==> src/rtl/conv_window_sequencer.sv <==
`timescale 1ns/1ps
// conv_window_sequencer
//   Sequences one valid (no padding, stride 1) convolution layer. For every
//   output pixel it clears the MAC, streams K*K image/kernel reads, waits for
//   the read pipeline to drain, then writes the accumulated result.
//
// Ports
//   clk, reset          clock, asynchronous active-high reset
//   start, abort        run request (accepted in IDLE only), cancel run
//   busy, done          not-IDLE flag, one-cycle completion pulse
//   in_addr, in_rd      image RAM read address / read strobe (shared w/ ROM)
//   k_addr              kernel ROM read address
//   mac_clr, mac_en     MAC clear, MAC accumulate (in_rd delayed by MEM_LAT)
//   out_addr, out_we    output RAM write address / write strobe
//   cycle_count         (CONV_SEQ_PERF_EN only) cycles spent busy in last run
//
// Build option
//   CONV_SEQ_PERF_EN    adds the 32-bit cycle_count performance counter.
module conv_window_sequencer #(
  parameter int IMG_W   = 28,
  parameter int IMG_H   = 28,
  parameter int K       = 5,
  parameter int MEM_LAT = 1,
  parameter int IN_AW   = 10,
  parameter int K_AW    = 5,
  parameter int OUT_AW  = 10
) (
  input  logic              clk,
  input  logic              reset,
  input  logic              start,
  input  logic              abort,
  output logic              busy,
  output logic              done,
  output logic [IN_AW-1:0]  in_addr,
  output logic              in_rd,
  output logic [K_AW-1:0]   k_addr,
  output logic              mac_clr,
  output logic              mac_en,
  output logic [OUT_AW-1:0] out_addr,
  output logic              out_we
`ifdef CONV_SEQ_PERF_EN
  ,
  output logic [31:0]       cycle_count
`endif
);

  localparam int OW  = IMG_W - K + 1;
  localparam int OH  = IMG_H - K + 1;
  localparam int OXW = (OW > 1) ? $clog2(OW) : 1;
  localparam int OYW = (OH > 1) ? $clog2(OH) : 1;
  localparam int KW  = (K > 1) ? $clog2(K) : 1;
  localparam int DW  = (MEM_LAT > 1) ? $clog2(MEM_LAT) : 1;

  typedef enum logic [2:0] {
    IDLE, CLEAR, ACCUM, DRAIN, WRITE, DONE
  } state_t;

  state_t           state;
  logic [OXW-1:0]   ox;
  logic [OYW-1:0]   oy;
  logic [KW-1:0]    kx, ky;
  logic [DW-1:0]    dcnt;

  // Registered strobes before abort gating.
  logic             in_rd_q, mac_clr_q, out_we_q, done_q;
  // Read-valid delay line; stage MEM_LAT lines up with returned read data.
  logic [MEM_LAT:1] vld_pipe;

  // Next-tap values and the addresses they map to.
  logic             k_wrap, last_tap;
  logic [KW-1:0]    nkx, nky;
  logic [IN_AW-1:0] nxt_in_addr, base_in_addr;
  logic [K_AW-1:0]  nxt_k_addr;
  logic [OUT_AW-1:0] pix_out_addr;
  logic             kill;

  assign busy = (state != IDLE);
  // Abort takes effect combinationally so no strobe escapes in the abort cycle.
  assign kill = abort && busy;

  assign in_rd   = in_rd_q   & ~kill;
  assign mac_clr = mac_clr_q & ~kill;
  assign out_we  = out_we_q  & ~kill;
  assign done    = done_q    & ~kill;
  assign mac_en  = vld_pipe[MEM_LAT] & ~kill;

  // All address products are formed at 32 bits and only truncated at the end.
  always_comb begin
    k_wrap       = (kx == KW'(K - 1));
    last_tap     = k_wrap && (ky == KW'(K - 1));
    nkx          = k_wrap ? '0 : kx + 1'b1;
    nky          = k_wrap ? ky + 1'b1 : ky;
    nxt_in_addr  = IN_AW'((32'(oy) + 32'(nky)) * 32'(IMG_W) + 32'(ox) + 32'(nkx));
    base_in_addr = IN_AW'(32'(oy) * 32'(IMG_W) + 32'(ox));
    nxt_k_addr   = K_AW'(32'(nky) * 32'(K) + 32'(nkx));
    pix_out_addr = OUT_AW'(32'(oy) * 32'(OW) + 32'(ox));
  end

  always_ff @(posedge clk or posedge reset) begin
    if (reset) begin
      state     <= IDLE;
      ox        <= '0;
      oy        <= '0;
      kx        <= '0;
      ky        <= '0;
      dcnt      <= '0;
      in_rd_q   <= 1'b0;
      mac_clr_q <= 1'b0;
      out_we_q  <= 1'b0;
      done_q    <= 1'b0;
      in_addr   <= '0;
      k_addr    <= '0;
      out_addr  <= '0;
      vld_pipe  <= '0;
    end else if (kill) begin
      state     <= IDLE;
      ox        <= '0;
      oy        <= '0;
      kx        <= '0;
      ky        <= '0;
      dcnt      <= '0;
      in_rd_q   <= 1'b0;
      mac_clr_q <= 1'b0;
      out_we_q  <= 1'b0;
      done_q    <= 1'b0;
      in_addr   <= '0;
      k_addr    <= '0;
      out_addr  <= '0;
      vld_pipe  <= '0;
    end else begin
      // Delay line runs in every state so the tail of ACCUM drains in DRAIN.
      vld_pipe[1] <= in_rd_q;
      for (int i = 2; i <= MEM_LAT; i++) vld_pipe[i] <= vld_pipe[i-1];

      mac_clr_q <= 1'b0;
      out_we_q  <= 1'b0;
      done_q    <= 1'b0;

      case (state)
        IDLE: begin
          if (start) begin
            state     <= CLEAR;
            mac_clr_q <= 1'b1;
            ox        <= '0;
            oy        <= '0;
          end
        end
        CLEAR: begin
          kx      <= '0;
          ky      <= '0;
          in_rd_q <= 1'b1;
          in_addr <= base_in_addr;
          k_addr  <= '0;
          state   <= ACCUM;
        end
        ACCUM: begin
          if (last_tap) begin
            in_rd_q <= 1'b0;
            in_addr <= '0;
            k_addr  <= '0;
            kx      <= '0;
            ky      <= '0;
            dcnt    <= '0;
            state   <= DRAIN;
          end else begin
            kx      <= nkx;
            ky      <= nky;
            in_addr <= nxt_in_addr;
            k_addr  <= nxt_k_addr;
          end
        end
        DRAIN: begin
          if (dcnt == DW'(MEM_LAT - 1)) begin
            out_we_q <= 1'b1;
            out_addr <= pix_out_addr;
            state    <= WRITE;
          end else begin
            dcnt <= dcnt + 1'b1;
          end
        end
        WRITE: begin
          out_addr <= '0;
          if (ox != OXW'(OW - 1)) begin
            ox        <= ox + 1'b1;
            mac_clr_q <= 1'b1;
            state     <= CLEAR;
          end else if (oy != OYW'(OH - 1)) begin
            ox        <= '0;
            oy        <= oy + 1'b1;
            mac_clr_q <= 1'b1;
            state     <= CLEAR;
          end else begin
            done_q <= 1'b1;
            state  <= DONE;
          end
        end
        DONE: begin
          ox    <= '0;
          oy    <= '0;
          state <= IDLE;
        end
        default: state <= IDLE;
      endcase
    end
  end

`ifdef CONV_SEQ_PERF_EN
  // Cleared on an accepted start, counts busy cycles, holds once idle.
  always_ff @(posedge clk or posedge reset) begin
    if (reset)
      cycle_count <= '0;
    else if (!busy && start && !abort)
      cycle_count <= '0;
    else if (busy)
      cycle_count <= cycle_count + 32'd1;
  end
`endif

endmodule

==> config.mk <==
export PLATFORM = sky130hd
export DESIGN_NAME = conv_window_sequencer
export DESIGN_NICKNAME = d
export VERILOG_FILES = /design/src/rtl/conv_window_sequencer.sv
export SDC_FILE = /design/constraint.sdc
export NUM_CORES = 1
export LEC_CHECK = 0
export ABC_AREA = 1
export CORE_ASPECT_RATIO = 1.5
export CORE_UTILIZATION = 59
export DETAILED_ROUTE_END_ITERATION = 6
export PLACE_DENSITY = 0.81
export SETUP_SLACK_MARGIN = 0.5
export SLEW_MARGIN = 20
export SYNTH_ARGS = -nofsm -noshare
export SYNTH_HDL_FRONTEND = slang
export SYNTH_SLANG_ARGS = --single-unit
export TNS_END_PERCENT = 10
==> constraint.sdc <==
create_clock -name clk -period 5.52 [get_ports clk]
set_clock_uncertainty 0.15 [all_clocks]
set_input_delay 0.552 -clock clk [delete_from_list [all_inputs] [get_ports clk]]
set_output_delay 0.552 -clock clk [all_outputs]
set_load 0.02 [all_outputs]
Word level (Yosys, flattened, before mapping)
Cells that the tools add are included.
{"block": "word_totals", "output_inout_bits": 31, "regBits": 50, "inputBits": 4}
{"block": "classes", "eq_ne": 15, "add_sub_neg": 11, "bitwise_logic": 6, "mul": 4, "mux": 52, "n_reduce_logical": 14}
{"op": "5-bit two-way mux", "count": 9}
{"op": "10-bit two-way mux", "count": 4}
{"op": "10-bit case mux with 2 select lines", "count": 2}
{"op": "3-bit two-way mux", "count": 12}
{"op": "10-bit by 5-bit adder with 10-bit output", "count": 3}
{"op": "5-bit case mux with 3 select lines", "count": 2}
{"op": "1-bit two-way mux", "count": 16}
{"op": "3-bit inequality test (second input constant)", "count": 5}
{"op": "3-bit case mux with 5 select lines", "count": 1}
{"op": "3-bit equality test (second input constant)", "count": 4}
{"op": "3-bit case mux with 2 select lines", "count": 2}
{"op": "3-bit nonzero test", "count": 4}
{"op": "10-bit by 3-bit adder with 10-bit output", "count": 1}
{"op": "5-bit by 1-bit adder with 5-bit output (second input constant)", "count": 2}
{"op": "5-bit inequality test (second input constant)", "count": 2}
{"op": "5-bit case mux with 2 select lines", "count": 1}
{"op": "5-bit by 3-bit multiplier with 8-bit output (second input constant)", "count": 1}
{"op": "6-bit by 3-bit multiplier with 8-bit output (second input constant)", "count": 1}
{"op": "5-bit by 2-bit multiplier with 7-bit output (second input constant)", "count": 1}
{"op": "3-bit by 1-bit adder with 3-bit output (second input constant)", "count": 2}
{"op": "5-bit by 3-bit adder with 6-bit output", "count": 1}
{"op": "3-bit by 2-bit equality test with 1-bit output (second input constant)", "count": 2}
{"op": "1-bit case mux with 2 select lines", "count": 3}
{"op": "2-bit AND reduction", "count": 3}
{"op": "12 further kinds", "count": 18}

Logic depth before layout (Yosys ltp)
Gate-level depths: netlist (run 1).
{"block": "depth", "depth_word": 9, "ltp_mapped": 31, "mapped_depth_nobuf": 31}

Worst setup path after synthesis (run 1)
OpenSTA, ideal clock, no wires.
{"block": "synth_path", "path_type": "reg-to-reg", "startpoint": "reg kx[0]", "endpoint": "reg in_addr[9]", "n_path_buf": 0, "path_slack_ps": 1067, "setup_time_ps": 116, "t_arrival_ps": 4187, "path_stages_with_launch": 26, "path_cell_list": "dfrtp_1 > inv_1 > ha_1 > nand2_1 > o21ai_0 > inv_1 > fa_1 > or2_1 > nand2_1 > inv_1 > fa_1 > ha_1 > inv_1 > fa_1 > inv_1 > ha_1 > nand3_1 > nor2_1 > nor2_1 > nand2_1 > nand2_1 > nand2_1 > nand3_1 > nand2_1 > nand2_1 > nand2_1"}
{"block": "synth_between", "elab_chain_len": 9}
{"element": "from (decl)", "line": "61", "source": "logic [KW-1:0] kx, ky;"}
{"element": "from (signal assigned)", "line": "166", "source": "kx <= nkx;"}
{"element": "3-bit equality test", "line": "89", "source": "k_wrap = (kx == KW'(K - 1));"}
{"element": "3-bit two-way mux", "line": "92", "source": "nky = k_wrap ? ky + 1'b1 : ky;"}
{"element": "5-bit by 3-bit adder with 6-bit output", "line": "93", "source": "nxt_in_addr = IN_AW'((32'(oy) + 32'(nky)) * 32'(IMG_W) + 32'(ox) + 32'(nkx));"}
{"element": "6-bit by 3-bit multiplier with 8-bit output", "line": "93"}
{"element": "10-bit by 5-bit adder with 10-bit output", "line": "93"}
{"element": "10-bit by 3-bit adder with 10-bit output", "line": "93"}
{"element": "10-bit two-way mux *", "line": "157", "source": "if (last_tap) begin"}
{"element": "10-bit case mux with 2 select lines *", "line": "139", "source": "case (state)"}
{"element": "10-bit two-way mux *", "line": "115", "source": "end else if (kill) begin"}
{"element": "to (signal assigned)", "line": "152", "source": "in_addr <= base_in_addr;"}
{"element": "to (signal assigned)", "line": "168", "source": "in_addr <= nxt_in_addr;"}
{"element": "to (decl)", "line": "34", "source": "output logic [IN_AW-1:0] in_addr,"}
Every way passes the cells marked *; elsewhere a longest branch is shown, timed or not.
A chain may end at the register's enable or synchronous reset.

Final worst setup path (run 1)
Same ends and word-level chain as after synthesis.

==> results.yml, run 1 <==
routing:
  wire_per_inst_microns: 14.8
  top_layer_used: "met4"
  num_vias: 3564
  routed_wl_microns: 9340
  wl_met2_microns: 4820
  drcViolationCount: 0
  vias_per_cell: 5.65
  drt_iter0_drc: 242
  drt-met1-wl_microns: 3870
  first_pass_iters: 5
  met3WireLength_microns: 274
  antenna_left: 0
setup_path:
  end_kind: "register"
  critical_path_buf_inv_count: 6
  crit_arrival_ns: 4.76
  critPathLaunchType: "register"
  critPathKind: "reg2reg"
  critPathTopFamily: "adder cells"
  cpMostUsedCell: "inv_1"
  crit_slowest_cell: "fa_1"
  max_stage_delay_ns: 0.51
  required_ns: 5.58
  crit_fanout: 6
floorplan:
  die-area_sq_um: 7210
  rows: 36
  dieWidth_microns: 69.7
  io_pins: 35
  start_util: 0.616
  core-area_sq_um: 6580
  die_y_microns: 104
clock_tree:
  hold_buffers: 0
  cts-root-buf: "clkbuf_8"
  clkSlewWorstSetupHoldPaths_ns: 0.09
  cts_post_setup_buffers_inserted: 0
  htree_levels: 2
  cts_tree: "done"
  clk_path_buf_depth: 2
  cts.sinks: 49
  clk_latency_ns: 0.32
  cts_buffers: 5
grt:
  grt_pass1_vias: 3618
  grt_overflow: 0
  grt_max_degree: 50
  grt_pass1_wl_microns: 15900
  antenna_found_initial: 0
  grtUsageTotal: 0.275
cells_and_area:
  finalNonFillerCells: 631
  final_area_sq_um: 4580
  diodes: 0
  syn_to_final_growth_pct: 12.9
  fin_util: 0.696
  layout-drive-gt1-share: 0.0739
  fin_nets: 622
  seq_area_sq_um: 1230
  multiInputGateArea_sq_um: 2480
  n_fill_cell: 556
synthesis:
  avgSynthCellArea_sq_um: 7.84
  yosysWarnings: 0
  synthMuxAreaShare: 0
  syn_inst: 517
  synth_seq_cells: 49
  synth.net_count: 585
  synth_area_leaders: "dfrtp_1 30%, ha_1 15%, nand2_1 9.7%"
  synth_adder_area_share: 0.224
  yosys.cell_types.count: 42
  synth_top_family_by_area: "simple AND/OR/NAND/NOR gates"
  synth_top_area_share: 0.303
  ys_seq_area_frac: 0.303
  synthSimpleGateAreaFrac: 0.228
  synth_area_leader_cell: "dfrtp_1"
  synth_xor_area_frac: 0.0411
  syn_area_sq_um: 4050
  synth_compound_area_frac: 0.112
place:
  gp_congestion: 0.871
  placed_area_sq_um: 4460
  place_hpwl_microns: 7340
  io_buffers: 34
  dp.cells: 623
worst_hold_path:
  hold_path_class: "reg2reg"
power_and_ir_drop:
  leakage_nw: 2.43
  vdd_drop_max_uv: 203
  power_w: 0.00129
  p_per_area_nw_per_um2: 281
timing:
  fin_crit_sh: 0.851
  worst_pin_slew_ns: 0.929
  timing.setup.tns_ns: 0
  relSlewSlack: 0.378
  hold_viol_final: 0
  period_needed_ns: 4.70
  rsz0062_at_grt: "false"
  final_max_slew_viol_count: 0
  fmaxAchievable_mhz: 213
  finalSetupViolations: 0
job:
  max_cap_viol_count: 0
outcome:
  status: "completed"
==> timing repair <==
action,CTS,global route
endpoints found under the hold margin,0,0
gates resized for setup,0,8
endpoints found under the setup margin,0,5
==> cells in the mapped netlist, drive strengths merged <==
cell type / count
a21o: 2
a21oi: 28
a22o: 4
a22oi: 1
a2bb2oi: 1
a311oi: 1
a32o: 1
and2: 1
and3: 1
buf: 4
dfrtp: 49
fa: 14
ha: 50
inv: 92
nand2: 105
nand3: 46
nand3b: 2
nand4: 3
nor2: 45
nor3: 3
nor3b: 2
o211ai: 3
o21a: 1
o21ai: 29
o221ai: 1
o22ai: 4
o32ai: 1
o41ai: 1
or2: 3
xnor2: 6
xor2: 13
==> cell families (layout without fill, tap and decap cells) <==
family	count (synthesis)	after routing
simple gates	211	211
buf+inv	96	134
compound gates	78	78
fa+ha+maj	64	64
flops	49	49
xor+xnor	19	19
==> placed cells by master, fill, tap and decap left out, types with 13 or more instances in the layout <==
cell	instances
nand2_1	102
inv_1	75
dfrtp_1	49
ha_1	48
nand3_1	44
nor2_1	38
clkdlybuf4s50_1	34
a21oi_1	28
inv_2	16
o21ai_0	14
fa_1	14
xor2_1	13
o21ai_1	13
==> worst paths after layout <==
| kind | start | to | slack, ns | depth (start not counted) |
|---|---|---|---|---|
| worst max-delay path | kx[0] | in_addr[9] | 0.82 | 26 |
| min in group asynchronous | reset | k_addr[2] | 0.54 | 2 |
| worst min-delay path | in_addr[7] | in_addr[7] | 0.34 | 2 |
| worst min register to register | in_addr[7] | in_addr[7] | 0.34 | 2 |
| worst max register to register | kx[0] | in_addr[9] | 0.82 | 26 |
| max in group asynchronous | reset | ky[1] | 4.18 | 2 |
==> metal layers <==
layer | GRT usage | vias to the layer above
met2 | 0.490 | 87
met3 | 0.0282 | 23
li1 | - | 1752
met1 | 0.317 | 1702
met5 | 0 | -
met4 | 0.151 | 0
==> through the flow <==
stage | hold slack, ns | setup WS (ns)
final | 0.335 | 0.820
after floorplan | 0.350 | 1.07
after detailed placement | 0.315 | 0.561
after CTS | 0.338 | 0.509
after global placement | 0.316 | 0.763
after global routing | 0.367 | 0.511
==> flip-flops by register name, indices dropped and copies added (netlist names), 3 cells and up <==
name	count
in_addr	10
out_addr	10
k_addr	5
ox	5
oy	5
kx	3
ky	3
state	3
==> worst reg2reg max path: cells and delay by family, from the launching register on <==
kind	cells	cell delay, ns
adder cells (fa/ha/maj)	7	2.15
flip-flops	1	0.41
AND/OR/NAND/NOR	12	1.25
XOR/XNOR	1	0.19
buffers and inverters	6	0.44
==> final cells by class <==
class | instances | share of cell area
well taps | 76 | 0.0208
clock buffers | 6 | 0.0159
multi-input cells | 372 | 0.542
inverters | 92 | 0.0757
clock inverters | 2 | 0.00328
repair buffers | 34 | 0.0744
flip-flops and latches | 49 | 0.268
==> power breakdown <==
group | switching (W) | leakage (nW) | internal [W] | total, W
clock network | 0.000132 | 0.0374 | 0.0000896 | 0.000222
logic | 0.000394 | 1.72 | 0.000215 | 0.000608
registers | 0.0000385 | 0.672 | 0.000419 | 0.000458
Note: power is estimated with default switching activity, not from simulation.
==> run 2: changes to the inputs <==
- CORE_MARGIN: unset -> 5
==> run 2 against run 1 <==
  * Final cell count up 0.32%
  * Global-route usage shrank 5.6 points
  * Register-to-register slack gained 0.04 ns
  * Largest power group unchanged
  * Sequential cell count stayed put
  * Highest routed layer unchanged
  * Setup slack better by 0.044 ns
==> results.yml, run 2 (synthesis gave the netlist of run 1 again) <==
outcome:
  status: "completed"
routing:
  num_vias: 3511
  drcViolationCount: 0
  antenna_left: 0
  drt_iter0_drc: 189
  vias_per_cell: 5.55
  first_pass_iters: 4
  routed_wl_microns: 8990
  wire_per_inst_microns: 14.2
cells_and_area:
  final_cell_mix: "104 x nand2_1, 75 x inv_1, 49 x dfrtp_1, 48 x ha_1, 44 x nand3_1"
  fin_nets: 622
  layout-drive-gt1-share: 0.0721
  syn_to_final_growth_pct: 13.6
  n_fill_cell: 564
  reg.largest.list: "in_addr x10, out_addr x10"
  finalNonFillerCells: 633
  final_area_sq_um: 4610
  diodes: 0
  final_common_cell: "nand2_1"
place:
  pre_cts_slack_ns: 0.625
  gp_congestion: 0.903
  placed_area_sq_um: 4460
  dp.cells: 625
  place_hpwl_microns: 7180
  io_buffers: 34
clock_tree:
  cts_tree: "done"
  cts.sinks: 49
  cts_buffers: 5
  htree_levels: 2
  cts-root-buf: "clkbuf_8"
  clk_latency_ns: 0.32
  hold_buffers: 0
  clk_path_buf_depth: 2
  clkSlewWorstSetupHoldPaths_ns: 0.09
job:
  max_cap_viol_count: 0
timing:
  rsz0062_at_grt: "false"
  finalSetupViolations: 0
  period_needed_ns: 4.66
  relSlewSlack: 0.414
  setup_ws_ns: 0.864
  timing.setup.tns_ns: 0
  hold_viol_final: 0
  fmaxAchievable_mhz: 215
  fin_crit_sh: 0.843
  final_max_slew_viol_count: 0
  worst_pin_slew_ns: 0.876
grt:
  grt_overflow: 0
  antenna_found_initial: 0
  grt_pass1_wl_microns: 15600
  grt_pass1_vias: 3550
  grtUsageTotal: 0.218
  grt_max_degree: 50
setup_path:
  required_ns: 5.58
  end_kind: "register"
  crit_arrival_ns: 4.71
  critPathLaunchType: "register"
  crit_fanout: 6
  critPathKind: "reg2reg"
floorplan:
  die-area_sq_um: 8660
  io_pins: 35
  die_y_microns: 112
  rows: 37
  core-area_sq_um: 6760
  dieWidth_microns: 77.7
  start_util: 0.600
power_and_ir_drop:
  vdd_drop_max_uv: 154
  p_per_area_nw_per_um2: 291
  leakage_nw: 2.45
worst_hold_path:
  hold_path_class: "reg2reg"
[run 2: cell count changes in the layout (fill, tap and decap cells not counted)]
| cell | delta |
|---|---|
| nand2_2 | -2 |
| nand2_1 | +2 |
| clkbuf_8 | +1 |
| bufinv_16 | +1 |
| clkinvlp_4 | -1 |
| clkbuf_1 | -1 |
[run 2: worst max-delay path, stage by stage, from the launching register on]
cell     delay, ns
dfrtp_1       0.41
inv_1         0.08
ha_1          0.16
nand2_2       0.11
xor2_1        0.18
inv_2         0.10
ha_1          0.16
inv_1         0.05
fa_1          0.37
or2_1         0.26
nand2_1       0.12
inv_1         0.10
fa_1          0.52
ha_2          0.19
inv_1         0.05
fa_1          0.47
inv_1         0.06
ha_4          0.28
nand3_1       0.10
nor2_1        0.09
nand2_1       0.07
nand2_1       0.11
nand3_1       0.09
nand3_1       0.09
nand2_1       0.05
nand2_1       0.09
nand2_1       0.04
[run 2: path summary, 6_finish.rpt]
kind	start	to	slack, ns	cells after the start
worst max-delay path	kx[0]	in_addr[9]	0.86	26
worst min register to register	in_addr[8]	in_addr[8]	0.34	2
max in group asynchronous	reset	in_addr[8]	4.18	2
worst min-delay path	in_addr[8]	in_addr[8]	0.34	2
worst max register to register	kx[0]	in_addr[9]	0.86	26
min in group asynchronous	reset	out_addr[7]	0.53	2
[run 2: report_power, final]
group          internal (W)  total, W  switching [W]  leakage [nW]
sequential         0.000419  0.000459      0.0000399         0.672
combinational      0.000215  0.000606       0.000391          1.72
clock              0.000147  0.000277       0.000129        0.0574
total              0.000782   0.00134       0.000560          2.45
[run 2: through the flow]
step | total power, W | util | hold slack [ns]
after floorplan | 0.000864 | - | 0.350
after global placement | 0.00106 | 0.660 | 0.316
after detailed placement | 0.00106 | 0.660 | 0.316
after CTS | 0.00134 | 0.678 | 0.338
after global routing | 0.00143 | 0.681 | 0.366
final | 0.00134 | 0.681 | 0.337
[run 2: area by class of cell]
cell class / count / area, sq um / share of cell area
clock buffers: 6 / 82.6 / 0.0179
multi-input cells: 372 / 2470 / 0.537
repair buffers: 34 / 340 / 0.0739
well taps: 78 / 97.6 / 0.0212
inverters: 92 / 347 / 0.0753
flip-flops and latches: 49 / 1230 / 0.266
clock inverters: 2 / 37.5 / 0.00815
[run 2: routing by layer]
layer	share of wire	GRT usage	routed length, microns	vias up
met5	0	0	0	-
met4	0.042	0.117	380	0
met3	0.030	0.0267	266	24
met2	0.52	0.390	4650	65
met1	0.41	0.247	3690	1671
li1	-	-	-	1751
[run 2: repair_timing]
item                       4_1_cts  5_1_grt
resized for setup                0        6
buffers inserted                 0        0
setup endpoints to repair        0        4
==> run 3: changes to the inputs <==
- CORE_UTILIZATION: 59 -> 53
- PLACE_DENSITY: 0.81 -> 0.77
- clock period: 5.52 -> 4.19 ns (I/O delays scaled with it)
==> run 3 against run 2 <==
  * Fmax is 6.3% higher
  * The run now ends with negative setup slack left
  * Combinational power increased by 51%
  * Via count increased by 5.6%
==> results.yml, run 3 (synthesis gave the netlist of run 1 again) <==
grt:
  antenna_found_initial: 0
  grt_overflow: 0
  grt_pass1_wl_microns: 16800
  grtUsageTotal: 0.230
  grt_max_degree: 50
  grt_pass1_vias: 3657
cells_and_area:
  reg.largest.list: "in_addr x10, out_addr x10"
  layout-drive-gt1-share: 0.184
  diodes: 0
  multiInputGateArea_sq_um: 2650
  final_common_cell: "nand2_1"
  fin_util: 0.676
  final_cell_mix: "98 x nand2_1, 66 x inv_1, 49 x dfrtp_1, 43 x ha_1, 41 x nand3_1"
  seq_area_sq_um: 1230
  fin_nets: 655
  n_fill_cell: 592
  syn_to_final_growth_pct: 26.2
timing:
  setup_ws_ns: -0.190
  timing.setup.tns_ns: -0.640
  fin_crit_sh: 1.05
  finalSetupViolations: 4
  fmaxAchievable_mhz: 228
  hold_viol_final: 0
  relSlewSlack: 0.418
  period_needed_ns: 4.38
  final_max_slew_viol_count: 0
  worst_pin_slew_ns: 0.873
  rsz0062_at_grt: "true"
setup_path:
  crit_arrival_ns: 4.42
  cp.depth: 26
  worstRegToRegCells: 26
  crit_fanout: 4
  required_ns: 4.23
  critPathTopFamily: "adder cells"
  crit_slowest_cell: "fa_1"
  crit-reg2reg-launch: "kx[0]"
  rrSetupSlack_ns: -0.19
  max_stage_delay_ns: 0.52
  end_kind: "register"
  cpMostUsedCell: "inv_2"
  r2r_end: "in_addr[7]"
  critPathKind: "reg2reg"
  critPathLaunchType: "register"
  critical_path_buf_inv_count: 6
  crit_start: "kx[0]"
routing:
  antenna_left: 0
  drcViolationCount: 0
  drt_iter0_drc: 194
  first_pass_iters: 5
  vias_per_cell: 5.38
  routed_wl_microns: 10400
  wire_per_inst_microns: 15.1
  num_vias: 3709
power_and_ir_drop:
  vdd_drop_max_uv: 292
  switchingPower_w: 0.000796
  switching_share: 0.398
  comb_power_share: 0.457
  p_int_w: 0.00120
  p_seq_frac: 0.300
  p_per_area_nw_per_um2: 391
  leakage_nw: 2.65
  clkPwrFrac: 0.243
clock_tree:
  cts_buffers: 5
  cts-root-buf: "clkbuf_16"
  cts_tree: "done"
  clk_latency_ns: 0.30
  clk_path_buf_depth: 2
  htree_levels: 2
  cts.sinks: 49
  clkSlewWorstSetupHoldPaths_ns: 0.06
worst_hold_path:
  whs_path_depth: 2
  hold_path_class: "reg2reg"
  hold_start: "in_addr[9]"
  hold_end: "in_addr[9]"
floorplan:
  start_util: 0.536
  dieWidth_microns: 81.4
  io_pins: 35
  rows: 39
  core-area_sq_um: 7560
  die_y_microns: 117
  die-area_sq_um: 9530
outcome:
  status: "finished with violations"
  failed_checks: "negative setup slack"
place:
  gp_congestion: 0.917
  io_buffers: 34
  place_hpwl_microns: 7790
job:
  max_cap_viol_count: 0
-- run 3: cell count changes in the layout (fill, tap and decap cells not counted), moves of 6 or more --
| cell | before | now |
|---|---|---|
| inv_2 | 16 | 25 |
| buf_4 | 0 | 32 |
| inv_1 | 75 | 66 |
| nor2_1 | 38 | 32 |
| nand2_1 | 104 | 98 |
-- run 3: final cells by class --
class	instances	share of cell area
multi-input combinational	372	0.517
sequential	49	0.240
timing repair buffer	67	0.116
inverter	92	0.0678
clock buffer	6	0.0272
tap	102	0.0250
clock inverter	2	0.00734
-- run 3: how the worst max path moves through the flow --
stage | endpoint | slack [ns]
after floorplan | in_addr[9] | -0.02
final | in_addr[7] | -0.19
after global placement | in_addr[9] | -0.09
after detailed placement | in_addr[9] | -0.22
after global routing | in_addr[7] | -0.40
after CTS | in_addr[9] | -0.16
-- run 3: metrics by stage --
| step | total power, W | hold slack [ns] | instances | worst slack (ns) | cell area (sq um) |
|---|---|---|---|---|---|
| 4_1_cts | 0.00198 | 0.332 | 685 | -0.161 | 4960 |
| 6_report | 0.00200 | 0.330 | 690 | -0.190 | 5110 |
| 3_3_place_gp | 0.00143 | 0.315 | 674 | -0.0899 | 4720 |
| 2_1_floorplan | 0.00115 | 0.350 | 517 | -0.0230 | 4090 |
| 3_5_place_dp | 0.00146 | 0.314 | 674 | -0.220 | 4720 |
| 5_1_grt | 0.00212 | 0.360 | 690 | -0.398 | 5110 |
-- run 3: worst reg2reg max path: cells and delay by family, from the launching register on --
| family | cells | cell delay [ns] |
|---|---|---|
| buf+inv | 6 | 0.34 |
| xor+xnor | 1 | 0.16 |
| simple gates | 12 | 1.12 |
| flops | 1 | 0.40 |
| fa+ha+maj | 7 | 2.09 |
-- run 3: power by group through the flow --
stage / Combinational [W] / Clock, W / Sequential, W
2_1_floorplan: 0.000487 / 0 / 0.000661
3_3_place_gp: 0.000829 / 0 / 0.000604
3_5_place_dp: 0.000853 / 0 / 0.000606
4_1_cts: 0.000886 / 0.000492 / 0.000599
5_1_grt: 0.000999 / 0.000509 / 0.000611
6_report: 0.000913 / 0.000485 / 0.000600
-- run 3: timing repair --
action	in CTS	in global routing
hold buffers	0	0
endpoints found under the setup margin	6	7
setup buffers	3	5
pin swaps	9	18
gates resized for setup	7	30
-- run 3: layer usage --
layer	wire length, microns	track usage	part of all wire	vias up
met5	0	0	0	-
met4	508	0.145	0.049	0
met3	331	0.0222	0.032	35
met2	5550	0.408	0.53	88
met1	4050	0.259	0.39	1767
li1	-	-	-	1819
